[src/rtl/instruction_fetch_sequencer_pkg.sv]
// Shared widths and fetch FSM encodings for the instruction fetch sequencer.
// Widths match the fetch controller's datapath and are reused unchanged.
package instruction_fetch_sequencer_pkg;

  localparam int DATA_WIDTH        = 32;
  localparam int INSTRUCTION_WIDTH = 32;

  typedef enum logic [2:0] {
    FETCH_STATE_IDLE    = 3'd0,
    FETCH_STATE_REQUEST = 3'd1,
    FETCH_STATE_WAIT    = 3'd2,
    FETCH_STATE_DELIVER = 3'd3,
    FETCH_STATE_DRAIN   = 3'd4
  } fetch_state_t;

  // States in which an accepted request still owes us a response.
  function automatic logic awaiting_response(input fetch_state_t s);
    return (s == FETCH_STATE_WAIT) || (s == FETCH_STATE_DRAIN);
  endfunction

endpackage

[src/rtl/instruction_fetch_sequencer_timeout_counter.sv]
// Saturating response-timeout counter; TIMEOUT_CYCLES of 0 disables expiry.
// expired fires on the cycle whose increment brings the count to TIMEOUT_CYCLES.
module fetch_timeout_counter #(
  parameter int TIMEOUT_CYCLES = 255
) (
  input  logic clk,
  input  logic reset,
  input  logic clear,
  input  logic enable,
  output logic expired
);

  localparam int CW = (TIMEOUT_CYCLES > 0) ? $clog2(TIMEOUT_CYCLES + 1) : 1;
  localparam logic [CW-1:0] LIMIT = CW'(TIMEOUT_CYCLES);

  logic [CW-1:0] count;

  always_ff @(posedge clk or negedge reset) begin
    if (!reset)                         count <= '0;
    else if (clear)                     count <= '0;
    else if (enable && count != LIMIT)  count <= count + CW'(1);
  end

  assign expired = (TIMEOUT_CYCLES != 0) && enable && (count == LIMIT - CW'(1));

endmodule

[src/rtl/instruction_fetch_sequencer.sv]
// Fetch-stage memory read sequencer: one request per instruction, single-cycle
// CIR/PC write pulse on delivery, with stall, redirect flush and response timeout.
module instruction_fetch_sequencer
  import instruction_fetch_sequencer_pkg::*;
#(
  parameter int TIMEOUT_CYCLES = 255
) (
  input  logic                         clk,
  input  logic                         reset,
  input  logic [DATA_WIDTH-1:0]        programCounter,
  input  logic                         fetchEnable,
  input  logic                         stall,
  input  logic                         flush,
  output logic                         memReadReq,
  output logic [DATA_WIDTH-1:0]        memReadAddr,
  input  logic                         memReadAck,
  input  logic                         memReadValid,
  input  logic [INSTRUCTION_WIDTH-1:0] memReadData,
  output logic [INSTRUCTION_WIDTH-1:0] instrData,
  output logic                         cir_writeEnable,
  output logic                         pc_writeEnable,
  output logic                         busy,
  output logic                         fetchTimeout
);

  fetch_state_t state, next_state;
  logic start, capture, set_timeout;
  logic cnt_clear, cnt_enable, expired;

  always_ff @(posedge clk or negedge reset) begin
    if (!reset) state <= FETCH_STATE_IDLE;
    else        state <= next_state;
  end

  // flush outranks response, stall and timeout in every busy state but DRAIN,
  // where the outstanding response must still be absorbed.
  always_comb begin
    next_state  = state;
    start       = 1'b0;
    capture     = 1'b0;
    set_timeout = 1'b0;
    case (state)
      FETCH_STATE_IDLE:
        if (fetchEnable && !stall) begin
          start      = 1'b1;
          next_state = FETCH_STATE_REQUEST;
        end
      FETCH_STATE_REQUEST:
        if (flush) begin
          if (memReadAck && !memReadValid) next_state = FETCH_STATE_DRAIN;
          else                             next_state = FETCH_STATE_IDLE;
        end else if (memReadAck && memReadValid) begin
          capture    = 1'b1;
          next_state = FETCH_STATE_DELIVER;
        end else if (memReadAck) begin
          next_state = FETCH_STATE_WAIT;
        end
      FETCH_STATE_WAIT:
        if (flush) begin
          next_state = memReadValid ? FETCH_STATE_IDLE : FETCH_STATE_DRAIN;
        end else if (memReadValid) begin
          capture    = 1'b1;
          next_state = FETCH_STATE_DELIVER;
        end else if (expired) begin
          set_timeout = 1'b1;
          next_state  = FETCH_STATE_IDLE;
        end
      FETCH_STATE_DELIVER:
        if (flush || !stall) next_state = FETCH_STATE_IDLE;
      FETCH_STATE_DRAIN:
        if (memReadValid) begin
          next_state = FETCH_STATE_IDLE;
        end else if (expired) begin
          set_timeout = 1'b1;
          next_state  = FETCH_STATE_IDLE;
        end
      default: next_state = FETCH_STATE_IDLE;
    endcase
  end

  always_comb begin
    memReadReq      = 1'b0;
    busy            = 1'b0;
    cir_writeEnable = 1'b0;
    pc_writeEnable  = 1'b0;
    memReadReq      = (state == FETCH_STATE_REQUEST);
    busy            = (state != FETCH_STATE_IDLE);
    if (state == FETCH_STATE_DELIVER && !stall && !flush) begin
      cir_writeEnable = 1'b1;
      pc_writeEnable  = 1'b1;
    end
  end

  always_ff @(posedge clk or negedge reset) begin
    if (!reset) begin
      memReadAddr  <= '0;
      instrData    <= '0;
      fetchTimeout <= 1'b0;
    end else begin
      if (start)       memReadAddr  <= programCounter;
      if (capture)     instrData    <= memReadData;
      if (set_timeout) fetchTimeout <= 1'b1;
    end
  end

  // Counter restarts only on entry, so WAIT->DRAIN gets a fresh budget.
  assign cnt_clear  = awaiting_response(next_state) && (next_state != state);
  assign cnt_enable = awaiting_response(state);

  fetch_timeout_counter #(
    .TIMEOUT_CYCLES(TIMEOUT_CYCLES)
  ) u_timeout (
    .clk    (clk),
    .reset  (reset),
    .clear  (cnt_clear),
    .enable (cnt_enable),
    .expired(expired)
  );

endmodule

[config.mk]
export PLATFORM = sky130hd
export DESIGN_NAME = instruction_fetch_sequencer
export DESIGN_NICKNAME = d
export VERILOG_FILES = /design/src/rtl/instruction_fetch_sequencer_pkg.sv /design/src/rtl/instruction_fetch_sequencer_timeout_counter.sv /design/src/rtl/instruction_fetch_sequencer.sv
export SDC_FILE = /design/constraint.sdc
export NUM_CORES = 1
export LEC_CHECK = 0
export BUFFER_PORTS_ARGS = -buffer_cell sky130_fd_sc_hd__buf_2
export CAP_MARGIN = 20
export CORE_MARGIN = 1
export CORE_UTILIZATION = 40
export CTS_CLUSTER_SIZE = 28
export DETAILED_ROUTE_END_ITERATION = 8
export PLACE_DENSITY = 0.73
export SLEW_MARGIN = 5
export SYNTH_ARGS = -nofsm -noshare
export SYNTH_HDL_FRONTEND = slang
export SYNTH_SLANG_ARGS = --single-unit
export TNS_END_PERCENT = 100
[constraint.sdc]
create_clock -name clk -period 5.9 [get_ports clk]
set_clock_uncertainty 0.15 [all_clocks]
set_input_delay 1.18 -clock clk [delete_from_list [all_inputs] [get_ports clk]]
set_output_delay 1.18 -clock clk [all_outputs]
set_load 0.02 [all_outputs]
==> results.toml, run 1 <==
[critical_path]
rrSetupSlack_ns = 3.49
path_common_cell = "buf_2"
max_stage_delay_ns = 0.20
critPathArrivalTime_ns = 1.92
end_kind = "output port"
required_ns = 4.57
critPathLaunchType = "input pin"
worstPathCellList = "buf_2, nor2_1, nand2_1, nor3_1, buf_2"
cp_slowest_cell = "buf_2"
path_max_fanout = 6
reg2reg_depth = 3
r2r-start = "state[1]$_DFF_PN0_"
r2r-end = "memReadAddr[19]$_DFFE_PN0P_"
worst-setup-path-type = "input pin to output port"

[sta]
whs_ns = 0.316
hold_viol_final = 0
max_slew.worst_pin.slew_ns = 1.04
slew_headroom_pct = 30.5
fin_crit_ns = 3.25
slew_violations = 0
setup_viol = 0
rsz0062_at_grt = "no"
fin_crit_sh_pct = 55.2
fin_tns_setup_ns = 0
fmax_mhz = 307

[final_layout]
multi_input_area_sq_um = 1360
drive_above_1_share_pct = 59.0
antenna_cells = 0
layout_common_cells = "buf_2, dfrtp_1, mux2_2, mux2_4, clkbuf_8"
nNetsFinal = 446
finish.utilization_pct = 52.7
area_delta_synth_final_pct = 27.3
fill_cells = 716
layout_commonest_cell = "buf_2"
ff_latch_area_sq_um = 1900

[global_routing]
grt_use_total_pct = 16.5
antenna_found_initial = 0
grt_pass1_vias = 2287
grt_max_degree = 77
grt-ovfl-total = 0
grt_pass1_wl_um = 11100

[detailed_routing]
dr_wl_met2_um = 3660
avgRoutedWirePerCell_um = 15.1
vias = 2408
drt_wl_total_um = 7290
dr_wl_met3_um = 659
firstDrtPassIters = 4
via_per_inst = 4.99
ant_nets = 0
met1Wirelength_um = 2880
drt_iter0_markers = 83
drc = 0
top_layer_used = "met4"

[clocking]
cts_sinks = 76
cts_max_path_buffers = 2
post_cts_buffers = 0
clk_latency_ns = 0.33
cts-hold-fix-buffers = 0
htree_num_levels = 3
cts_inserted_buffers = 9
clkTransAtPathRegs_ns = 0.08
post_cts_resized = 0
root_buffer = "clkbuf_8"
cts_tree = "done"

[die]
rows = 33
io_pins = 140
dieArea_sq_um = 8880
start_util_pct = 41.4
chipWidth_um = 94.3
fp.dieH_um = 94.3
coreArea_sq_um = 8220

[placement]
dp_hpwl_um = 5170
gp_congestion = 0.920
io_buffers = 139

[synth]
synth_area_sq_um = 3400
ys_ff_latch = 76
synth_edf_count = 0
synth-xor-area-share_pct = 0.992
synth_top_area_share_pct = 55.9
avgSynthCellArea_sq_um = 14.5
synthCells = 234
synth-compound-area-share_pct = 5.62
synth.distinct_cells = 44
synth_top_family_by_area = "multiplexers"
ys_async_sr_fraction_pct = 100
synth-simple-area-share_pct = 6.43
syn_nets = 307
ys.flop_type = "dfrtp_1"
synth.area.mux_share_pct = 26.2
yosys_warnings = 0
synth.area.top_cells = "dfrtp_1, mux2_4, mux2_2"
synthAdderAreaFrac_pct = 0.735
yosysTopAreaCell = "dfrtp_1"
seq_area_frac_synth_pct = 55.9

[power_and_ir_drop]
ir_worst_vdd_uv = 176
power_leakage_nw = 2.22
p_per_area_nw_per_um2 = 566

[hold_path]
holdCritPathClass = "register to register"
min_to = "fetchTimeout$_DFFE_PN0P_"
min-delay-start = "fetchTimeout$_DFFE_PN0P_"
min_path_cells = 1

[job]
cap_violations = 0

[status]
status = "finished, final reports clean"
## power breakdown
group	internal, mW	total, mW	switching (mW)
clock	0.239	0.430	0.191
sequential	0.772	0.938	0.166
combinational	0.497	1.09	0.588
total	1.51	2.45	0.946
## logic make-up (layout without fill, tap and decap cells)
family,count (synthesis),count (layout)
xor+xnor,3,3
simple gates,41,41
compound gates,25,25
flops,76,76
fa+ha+maj,2,2
mux,70,70
buf+inv,17,161
## critical path: cells and delay by family
family        cells  cell delay, ns
simple gates      3            0.42
buf+inv           2            0.34
## worst max-delay path by stage
stage               slack [ns]  startpoint              end
floorplan                 2.44       flush   pc_writeEnable
global placement          2.67       flush   pc_writeEnable
detailed placement        2.64       flush  cir_writeEnable
CTS                       2.64       flush  cir_writeEnable
global route              2.53       flush  cir_writeEnable
finish                    2.65       flush   pc_writeEnable
## layout make-up
class | count | area share, %
flip-flops and latches | 76 | 43.9
multi-input cells | 141 | 31.4
repair buffers | 140 | 16.3
well taps | 105 | 3.03
clock buffers | 10 | 2.94
clock inverters | 6 | 1.99
inverters | 5 | 0.433
## synth_stat cells (all sizes together), types with 2 or more instances
library cell	number
and3	4
o21ai	3
nand3	3
nor3	2
a22oi	2
xnor2	2
ha	2
or3	3
o31ai	2
mux2i	6
nor4	4
a21oi	6
nand2	8
mux2	64
nand4	3
dfrtp	76
inv	5
buf	11
or2	2
nor2	8
a221oi	2
## sequential cells by signal, indices dropped and copies added, names as in the netlist
signal,cells
memReadAddr,32
u_timeout.count,8
fetchTimeout,1
state,3
instrData,32
## metrics by stage
step                instance area, sq um  setup WS, ns  power (mW)  instances
floorplan                           3400          2.44        1.70        234
global placement                    4120          2.67        2.00        467
detailed placement                  4120          2.64        2.04        467
CTS                                 4330          2.64        2.48        483
global route                        4330          2.53        2.61        483
finish                              4330          2.65        2.45        483
## routing by layer
layer  track usage, %  up-vias
met5                0        -
met4             6.67        0
li1                 -     1128
met3             5.66        7
met2             27.9      103
met1             19.0     1170
Power figures use the tool's default switching activity.
==> inputs of run 2 (changes only) <==
--- a/config.mk
+++ b/config.mk
@@ -11,7 +11,7 @@
 export CORE_UTILIZATION = 40
 export CTS_CLUSTER_SIZE = 28
 export DETAILED_ROUTE_END_ITERATION = 8
-export PLACE_DENSITY = 0.73
+export PLACE_DENSITY = 0.76
 export SLEW_MARGIN = 5
 export SYNTH_ARGS = -nofsm -noshare
 export SYNTH_HDL_FRONTEND = slang
==> constraint.sdc (replaced) <==
create_clock -name clk -period 2.9 [get_ports clk]
set_clock_uncertainty 0.15 [all_clocks]
set_input_delay 0.58 -clock clk [delete_from_list [all_inputs] [get_ports clk]]
set_output_delay 0.58 -clock clk [all_outputs]
set_load 0.02 [all_outputs]
==> run 2 against run 1 <==
- clock power increased by 87%
- global-route usage increased by 0.60 points
- total power increased by 100%
- worst hold slack got worse by 0.087 ns
- flip-flop and latch count unchanged
- first-iteration DRC count increased by 33%
- cell count unchanged
- routed wire length increased by 2.0%
- utilization decreased by 0.26 points
- critical path type is now register to register
- largest cell class unchanged
- largest power group unchanged
==> results.toml, run 2 (synthesis gave the netlist of run 1 again) <==
[detailed_routing]
drc = 0
vias = 2450
firstDrtPassIters = 5
drt_iter0_markers = 110
drt_wl_total_um = 7430
via_per_inst = 5.07
ant_nets = 0
avgRoutedWirePerCell_um = 15.4

[clocking]
cts_tree = "done"
post_cts_resized = 0
clk_latency_ns = 0.34
htree_num_levels = 3
clkTransAtPathRegs_ns = 0.08
cts_inserted_buffers = 9
cts_sinks = 76
root_buffer = "clkbuf_8"
post_cts_buffers = 0
cts-hold-fix-buffers = 0
cts_max_path_buffers = 2

[final_layout]
layout_commonest_cell = "buf_2"
layout_common_cells = "buf_2, dfrtp_1, mux2_2, mux2_4, clkbuf_8"
drive_above_1_share_pct = 58.7
top_regs = "instrData x32, memReadAddr x32, u_timeout.count x8"
area_delta_synth_final_pct = 26.7
finish.utilization_pct = 52.5
fill_cells = 697
antenna_cells = 0
design_area_sq_um = 4310
nNetsFinal = 446

[global_routing]
grt_use_total_pct = 17.1
grt_pass1_vias = 2424
grt-ovfl-total = 0
antenna_found_initial = 0
grt_pass1_wl_um = 11600
grt_max_degree = 77

[die]
dieArea_sq_um = 8880
coreArea_sq_um = 8220
start_util_pct = 41.4
chipWidth_um = 94.3
rows = 33
fp.dieH_um = 94.3
io_pins = 140

[sta]
max_slew.worst_pin.slew_ns = 1.06
hold_viol_final = 0
fin_crit_sh_pct = 83.1
fin_tns_setup_ns = 0
slew_headroom_pct = 29.6
setup_viol = 0
fin_crit_ns = 2.41
slew_violations = 0
rsz0062_at_grt = "no"
fmax_mhz = 415

[critical_path]
critPathArrivalTime_ns = 2.49
worstPathCellList = "or3_4, or2_2, mux2_4"
max_stage_delay_ns = 0.68
critPathLaunchType = "register"
worst-setup-path-type = "register to register"
required_ns = 2.98
cp_slowest_cell = "or2_2"
end_kind = "register"
path_max_fanout = 32

[placement]
place_area_sq_um = 4120
dp_hpwl_um = 5270
gp_congestion = 0.887
io_buffers = 139

[power_and_ir_drop]
p_per_area_nw_per_um2 = 1140
power_leakage_nw = 2.20
ir_worst_vdd_uv = 402

[hold_path]
holdCritPathClass = "input pin to async pin"

[job]
cap_violations = 0

[status]
status = "finished, final reports clean"
==> run 2: cell count changes in the layout (fill, tap and decap cells not counted), sizes merged <==
cell      previous run  this run
clkinv               2         0
clkinvlp             1         3
bufinv               2         1
clkbuf              10        11
==> run 2: layer usage <==
layer	track usage [%]	part of all wire, %
met1	19.8	41
met2	29.8	49
met3	5.18	7.8
met4	6.03	1.6
met5	0	0
==> run 2: final timing paths <==
path	startpoint	endpoint	slack, ns	cells past startpoint
setup / recovery	state[1]$_DFF_PN0_	memReadAddr[12]$_DFFE_PN0P_	0.49	3
hold / removal	reset	memReadAddr[15]$_DFFE_PN0P_	0.23	1
setup reg to reg	state[1]$_DFF_PN0_	memReadAddr[12]$_DFFE_PN0P_	0.49	3
hold reg to reg	fetchTimeout$_DFFE_PN0P_	fetchTimeout$_DFFE_PN0P_	0.32	1
max in group asynchronous	reset	fetchTimeout$_DFFE_PN0P_	1.75	1
min in group clk	memReadData[11]	instrData[11]$_DFFE_PN0P_	0.31	2
==> run 2: per-stage QoR <==
| step | power (mW) | setup slack [ns] | instances | hold slack, ns |
|---|---|---|---|---|
| floorplan | 3.45 | 0.635 | 234 | 0.134 |
| global placement | 4.06 | 0.568 | 467 | 0.299 |
| detailed placement | 4.16 | 0.512 | 467 | 0.305 |
| CTS | 4.97 | 0.499 | 483 | 0.274 |
| global route | 5.23 | 0.349 | 483 | 0.293 |
| finish | 4.92 | 0.489 | 483 | 0.230 |
==> run 2: cell type report <==
| type | instances | area (sq um) | share of cell area [%] |
|---|---|---|---|
| multi-input combinational | 141 | 1360 | 31.6 |
| sequential | 76 | 1900 | 44.1 |
| timing repair buffer | 140 | 706 | 16.4 |
| clock buffer | 11 | 131 | 3.05 |
| tap | 105 | 131 | 3.05 |
| inverter | 5 | 18.8 | 0.435 |
| clock inverter | 5 | 61.3 | 1.42 |
==> run 2: power by group <==
part	internal (mW)	switching, mW
Combinational	1.01	1.18
Clock	0.401	0.400
Sequential	1.57	0.356
==> run 2: worst max-delay path, delay by kind of cell, from the launching register on <==
kind / cells / cell delay [ns]
multiplexers: 1 / 0.44
AND/OR/NAND/NOR: 2 / 1.12
flip-flops: 1 / 0.56
